--- config.mk ---
export PLATFORM = sky130hd
export DESIGN_NAME = adder_arbiter
export DESIGN_NICKNAME = d
export VERILOG_FILES = /design/src/rtl/adder_arbiter.sv
export SDC_FILE = /design/constraint.sdc
export NUM_CORES = 1
export LEC_CHECK = 0
export ABC_AREA = 1
export CORE_MARGIN = 2
export CORE_UTILIZATION = 40
export CTS_BUF_LIST = sky130_fd_sc_hd__clkbuf_16
export DETAILED_ROUTE_END_ITERATION = 8
export PLACE_DENSITY = 0.75
export SETUP_SLACK_MARGIN = 0.2
export SYNTH_ARGS = -nofsm -noshare
export SYNTH_HDL_FRONTEND = slang
export SYNTH_SLANG_ARGS = --single-unit
--- constraint.sdc ---
create_clock -name clk -period 3.5 [get_ports clk]
set_input_delay 0.35 -clock clk [delete_from_list [all_inputs] [get_ports clk]]
set_output_delay 0.35 -clock clk [all_outputs]
set_load 0.1 [all_outputs]
--- src/rtl/adder_arbiter.sv ---
// Round-robin arbiter and sequencer that shares one external 8-bit adder
// among NUM_REQ requesters.
//
// Ports:
//   clk        system clock, rising edge
//   rst        synchronous active-high reset
//   req_valid  per-requester request valid
//   req_ready  per-requester accept (one-hot or zero, combinational in IDLE)
//   req_a/b    packed operands, requester i on bits [8i+7:8i]
//   add_a/b    registered operands to the shared adder
//   add_sum    adder result, bit 8 is carry-out
//   rsp_*      response channel (valid/ready, sum, owning requester id)
//   busy       high whenever the FSM is not idle
module adder_arbiter #(
  parameter int unsigned NUM_REQ = 4,
  parameter int unsigned ID_W    = 2
) (
  input  logic                 clk,
  input  logic                 rst,
  input  logic [NUM_REQ-1:0]   req_valid,
  output logic [NUM_REQ-1:0]   req_ready,
  input  logic [NUM_REQ*8-1:0] req_a,
  input  logic [NUM_REQ*8-1:0] req_b,
  output logic [7:0]           add_a,
  output logic [7:0]           add_b,
  input  logic [8:0]           add_sum,
  output logic                 rsp_valid,
  input  logic                 rsp_ready,
  output logic [8:0]           rsp_sum,
  output logic [ID_W-1:0]      rsp_id,
  output logic                 busy
);

  typedef enum logic [1:0] {StIdle, StCalc, StResp} state_e;

  state_e          state_q, state_d;
  logic [ID_W-1:0] ptr_q, ptr_d;
  logic [7:0]      add_a_q, add_a_d;
  logic [7:0]      add_b_q, add_b_d;
  logic            rsp_valid_q, rsp_valid_d;
  logic [8:0]      rsp_sum_q, rsp_sum_d;
  logic [ID_W-1:0] rsp_id_q, rsp_id_d;

  // Arbitration result: first valid requester at or after ptr, wrapping.
  logic            found;
  logic [ID_W-1:0] grant_idx;
  logic [ID_W-1:0] grant_nxt;
  logic [7:0]      sel_a;
  logic [7:0]      sel_b;

  always_comb begin
    int unsigned idx;
    found     = 1'b0;
    grant_idx = '0;
    grant_nxt = '0;
    sel_a     = '0;
    sel_b     = '0;
    for (int unsigned k = 0; k < NUM_REQ; k++) begin
      idx = (32'(ptr_q) + k) % NUM_REQ;
      if (!found && req_valid[idx]) begin
        found     = 1'b1;
        grant_idx = ID_W'(idx);
        grant_nxt = ID_W'((idx + 1) % NUM_REQ);
        sel_a     = req_a[idx*8 +: 8];
        sel_b     = req_b[idx*8 +: 8];
      end
    end
  end

  always_comb begin
    state_d     = state_q;
    ptr_d       = ptr_q;
    add_a_d     = add_a_q;
    add_b_d     = add_b_q;
    rsp_valid_d = rsp_valid_q;
    rsp_sum_d   = rsp_sum_q;
    rsp_id_d    = rsp_id_q;
    req_ready   = '0;
    unique case (state_q)
      StIdle: begin
        if (found) begin
          req_ready[grant_idx] = 1'b1;
          add_a_d  = sel_a;
          add_b_d  = sel_b;
          rsp_id_d = grant_idx;
          ptr_d    = grant_nxt;
          state_d  = StCalc;
        end
      end
      StCalc: begin
        rsp_sum_d   = add_sum;
        rsp_valid_d = 1'b1;
        state_d     = StResp;
      end
      StResp: begin
        if (rsp_ready) begin
          rsp_valid_d = 1'b0;
          state_d     = StIdle;
        end
      end
      default: state_d = StIdle;
    endcase
    // No grant may be seen while reset is held.
    if (rst) req_ready = '0;
  end

  always_ff @(posedge clk) begin
    if (rst) begin
      state_q     <= StIdle;
      ptr_q       <= '0;
      add_a_q     <= '0;
      add_b_q     <= '0;
      rsp_valid_q <= 1'b0;
      rsp_sum_q   <= '0;
      rsp_id_q    <= '0;
    end else begin
      state_q     <= state_d;
      ptr_q       <= ptr_d;
      add_a_q     <= add_a_d;
      add_b_q     <= add_b_d;
      rsp_valid_q <= rsp_valid_d;
      rsp_sum_q   <= rsp_sum_d;
      rsp_id_q    <= rsp_id_d;
    end
  end

  assign add_a     = add_a_q;
  assign add_b     = add_b_q;
  assign rsp_valid = rsp_valid_q;
  assign rsp_sum   = rsp_sum_q;
  assign rsp_id    = rsp_id_q;
  assign busy      = (state_q != StIdle);

endmodule

==> results by group <==
Clock tree
  • Clock buffer depth: 2
  • H-tree depth: 2
  • Clk Latency, worst-skew pair: 0.28 ns
  • Resized cells post-CTS: 0
  • Num Clock Sinks: 32
  • Root buf cell: clkbuf_16
  • Clock slew at the register clock pins of the worst setup and hold paths: 0.05 ns
  • Cts hold-fix bufs: 0
  • TritonCTS Buffers: 5
  • Setup bufs post-CTS: 0
  • CTS tree: yes

Placed design
  • PortBufs: 112
  • Placer Congestion: 0.873
  • Dpl hpwl: 8440 um
  • Post-Place Cell Area: 4730 um2
  • Post-Place Cells: 879

Synthesis
  • Synth Register Bits: 32
  • Syn Area/Cell: 5.21 um2
  • Mapped Cells: 695
  • Yosys Warn Count: 0
  • Post-Syn Nets: 775
  • Netlist cell types: 29
  • Register area share after synthesis: 17.7%
  • Mapped Area: 3620 um2

Worst setup path
  • Worst-path maximum fanout: 33
  • Worst r2r src: ptr_q[0]
  • Required @ worst endpoint: 3.15 ns
  • Worst path most repeated cell: nand2_1
  • Arrival time at the worst endpoint: 2.70 ns
  • Largest stage delay, worst path: 0.49 ns
  • Critical path endpoint: req_ready[3]
  • Worst R2R Setup Slack: 1.24 ns
  • CP Cell Sequence: buf_6 -> nand2_1 -> nand2_1 -> nand2_2 -> nand2_4 -> nand3b_4 -> nand2_8 -> nor2_4 -> nand2_1 -> nor2_1 -> buf_12
  • FF-to-FF End: rsp_id[1]
  • Critical Path Start: ptr_q[0]
  • Crit Path Class: flip-flop to output pin
  • Worst Reg-to-Reg Cells: 11
  • Slowest CP cell: dfxtp_2
  • Setup crit end kind: output pin
  • Worst setup SP type: flip-flop

Power and ir drop
  • Clk pwr share: 10.1%
  • Pint: 1.88 mW
  • Power Density: 990 nW/um2
  • Combinational share of power: 77.7%
  • Switch Pwr: 2.97 mW
  • Switching share of power: 61.3%
  • Total power: 4.85 mW
  • Max VDD drop: 0.000423 V
  • LEAKAGE: 2.33 nW
  • Seq pwr share: 12.2%

Detailed routing
  • DR vias: 4,468
  • Post-DR vias/cell: 5.04
  • DR WL/cell: 12.5 um
  • Met3 wire length: 755 um
  • WL met1: 5080 um
  • DR pass1 iterations: 5
  • Final WL: 11,100 um
  • First DRT Iteration DRCs: 247
  • Residual DRC: 0
  • Top layer in use: met4
  • Met2 wire len: 5130 um
  • Final ANT Viol Nets: 0

Final layout
  • Fin area: 4900 um2
  • P&R area growth vs syn: 35.2%
  • Most frequent cells in the layout: nand2_1 (280), clkdlybuf4s50_1 (107), o21ai_0 (104), nor2_1 (63)
  • FF+latch area: 642 um2
  • Net count, final: 858
  • Number of antenna diodes: 0
  • Most common cell after layout, fill and taps aside: nand2_1
  • FILL cells: 877
  • Multi-input logic area: 2490 um2
  • Ratio of cells with drive above 1 in the final layout: 7.45%
  • Non-Filler Instances: 887

STA
  • Unrepaired setup endpoints after global routing: no
  • Final setup viols: 0
  • Setup_tns: 0 ns
  • Fmax: 328 MHz
  • Pins Over Slew Limit: 0
  • Hold slack final: 0.479 ns
  • Hold Vio Cnt, Final: 0
  • Worst-Margin Slew: 0.992 ns
  • Post-route clock skew: 0.00575 ns
  • Final period util: 87.1%
  • Final min period: 3.05 ns
  • Relative slew slack: 33.7%

Hold path
  • HP Class: flip-flop to flip-flop
  • Hold depth: 2

Floorplan
  • Num rows: 34
  • Placeable Area: 8760 um2
  • DIE AREA: 9840 um2
  • Initial Util: 41.3%
  • Die span in y: 99.2 um
  • Chip width: 99.2 um
  • Num ports: 113

Global routing
  • Initial antenna violation count: 0
  • Largest net degree at the start of global routing: 61
  • First-pass GRT wire length: 18,400 um
  • Gr ovfl total: 0
  • Vias in the first global route: 4,007
  • GRT Total Usage: 22.3%

Run
  • Max-cap violations: 0

Status
  • Status: finished clean
cell type report:
| class | instances | area share, % |
|---|---|---|
| repair buffers | 122 | 25.3 |
| multi-input cells | 557 | 50.9 |
| inverters | 60 | 4.65 |
| flip-flops and latches | 32 | 13.1 |
| clock inverters | 3 | 0.792 |
| well taps | 108 | 2.76 |
| clock buffers | 5 | 2.55 |
metrics by stage:
stage / utilization [%] / worst slack (ns)
final: 55.9 / 0.453
after global routing: 55.9 / 0.231
after CTS: 55.8 / 0.403
after detailed placement: 54.0 / 0.584
after global placement: 54.0 / 0.668
after floorplan: - / 0.495
synth_stat cells (all sizes together):
| master | number | share of area [%] |
|---|---|---|
| nor2 | 66 | 7.6 |
| nand2 | 305 | 34 |
| a21oi | 3 | 0.52 |
| nand3 | 56 | 7.9 |
| clkbuf | 24 | 2.5 |
| a311oi | 1 | 0.24 |
| o21ai | 107 | 15 |
| nand3b | 2 | 0.76 |
| clkinv | 2 | 0.21 |
| buf | 22 | 4.8 |
| inv | 58 | 6.0 |
| nand4 | 17 | 2.9 |
| dfxtp | 32 | 18 |
logic make-up (layout without fill, tap and decap cells):
| family | Yosys count | in the layout | share of synthesized area, % |
|---|---|---|---|
| AO/OA/AOI/OAI | 111 | 111 | 15.5 |
| buffers and inverters | 106 | 190 | 13.5 |
| flip-flops | 32 | 32 | 17.7 |
| AND/OR/NAND/NOR | 446 | 446 | 53.2 |
power groups by stage:
stage | combinational, mW | sequential, mW | clock (mW)
finish | 3.77 | 0.592 | 0.488
global route | 4.15 | 0.609 | 0.502
CTS | 3.76 | 0.589 | 0.489
detailed placement | 3.75 | 0.594 | 0
global placement | 3.72 | 0.591 | 0
floorplan | 2.22 | 1.36 | 0
how the worst min path moves through the flow:
stage          startpoint  slack (ns)          to
2_1_floorplan         rst        0.42  state_q[1]
3_3_place_gp    rsp_id[0]        0.47   rsp_id[0]
3_5_place_dp    rsp_id[0]        0.47   rsp_id[0]
4_1_cts         rsp_id[0]        0.48   rsp_id[0]
5_1_grt         rsp_valid        0.50   rsp_valid
6_report        rsp_id[0]        0.48   rsp_id[0]
layer usage:
| layer | vias up | GRT usage (%) |
|---|---|---|
| li1 | 2365 | - |
| met4 | 0 | 4.53 |
| met2 | 170 | 38.3 |
| met5 | - | 0 |
| met3 | 8 | 2.46 |
| met1 | 1925 | 30.5 |
sequential cells by signal, summed over array words and instances (netlist names):
| name | cells |
|---|---|
| state_q | 2 |
| ptr_q | 2 |
| add_a | 8 |
| rsp_valid | 1 |
| rsp_sum | 9 |
| add_b | 8 |
| rsp_id | 2 |
worst max-delay path: cells and delay by family, from the launching register on:
family	cells	cell delay, ns
simple gates	9	1.45
flops	1	0.49
buf+inv	2	0.47
Note: power is estimated with default switching activity, not from simulation.
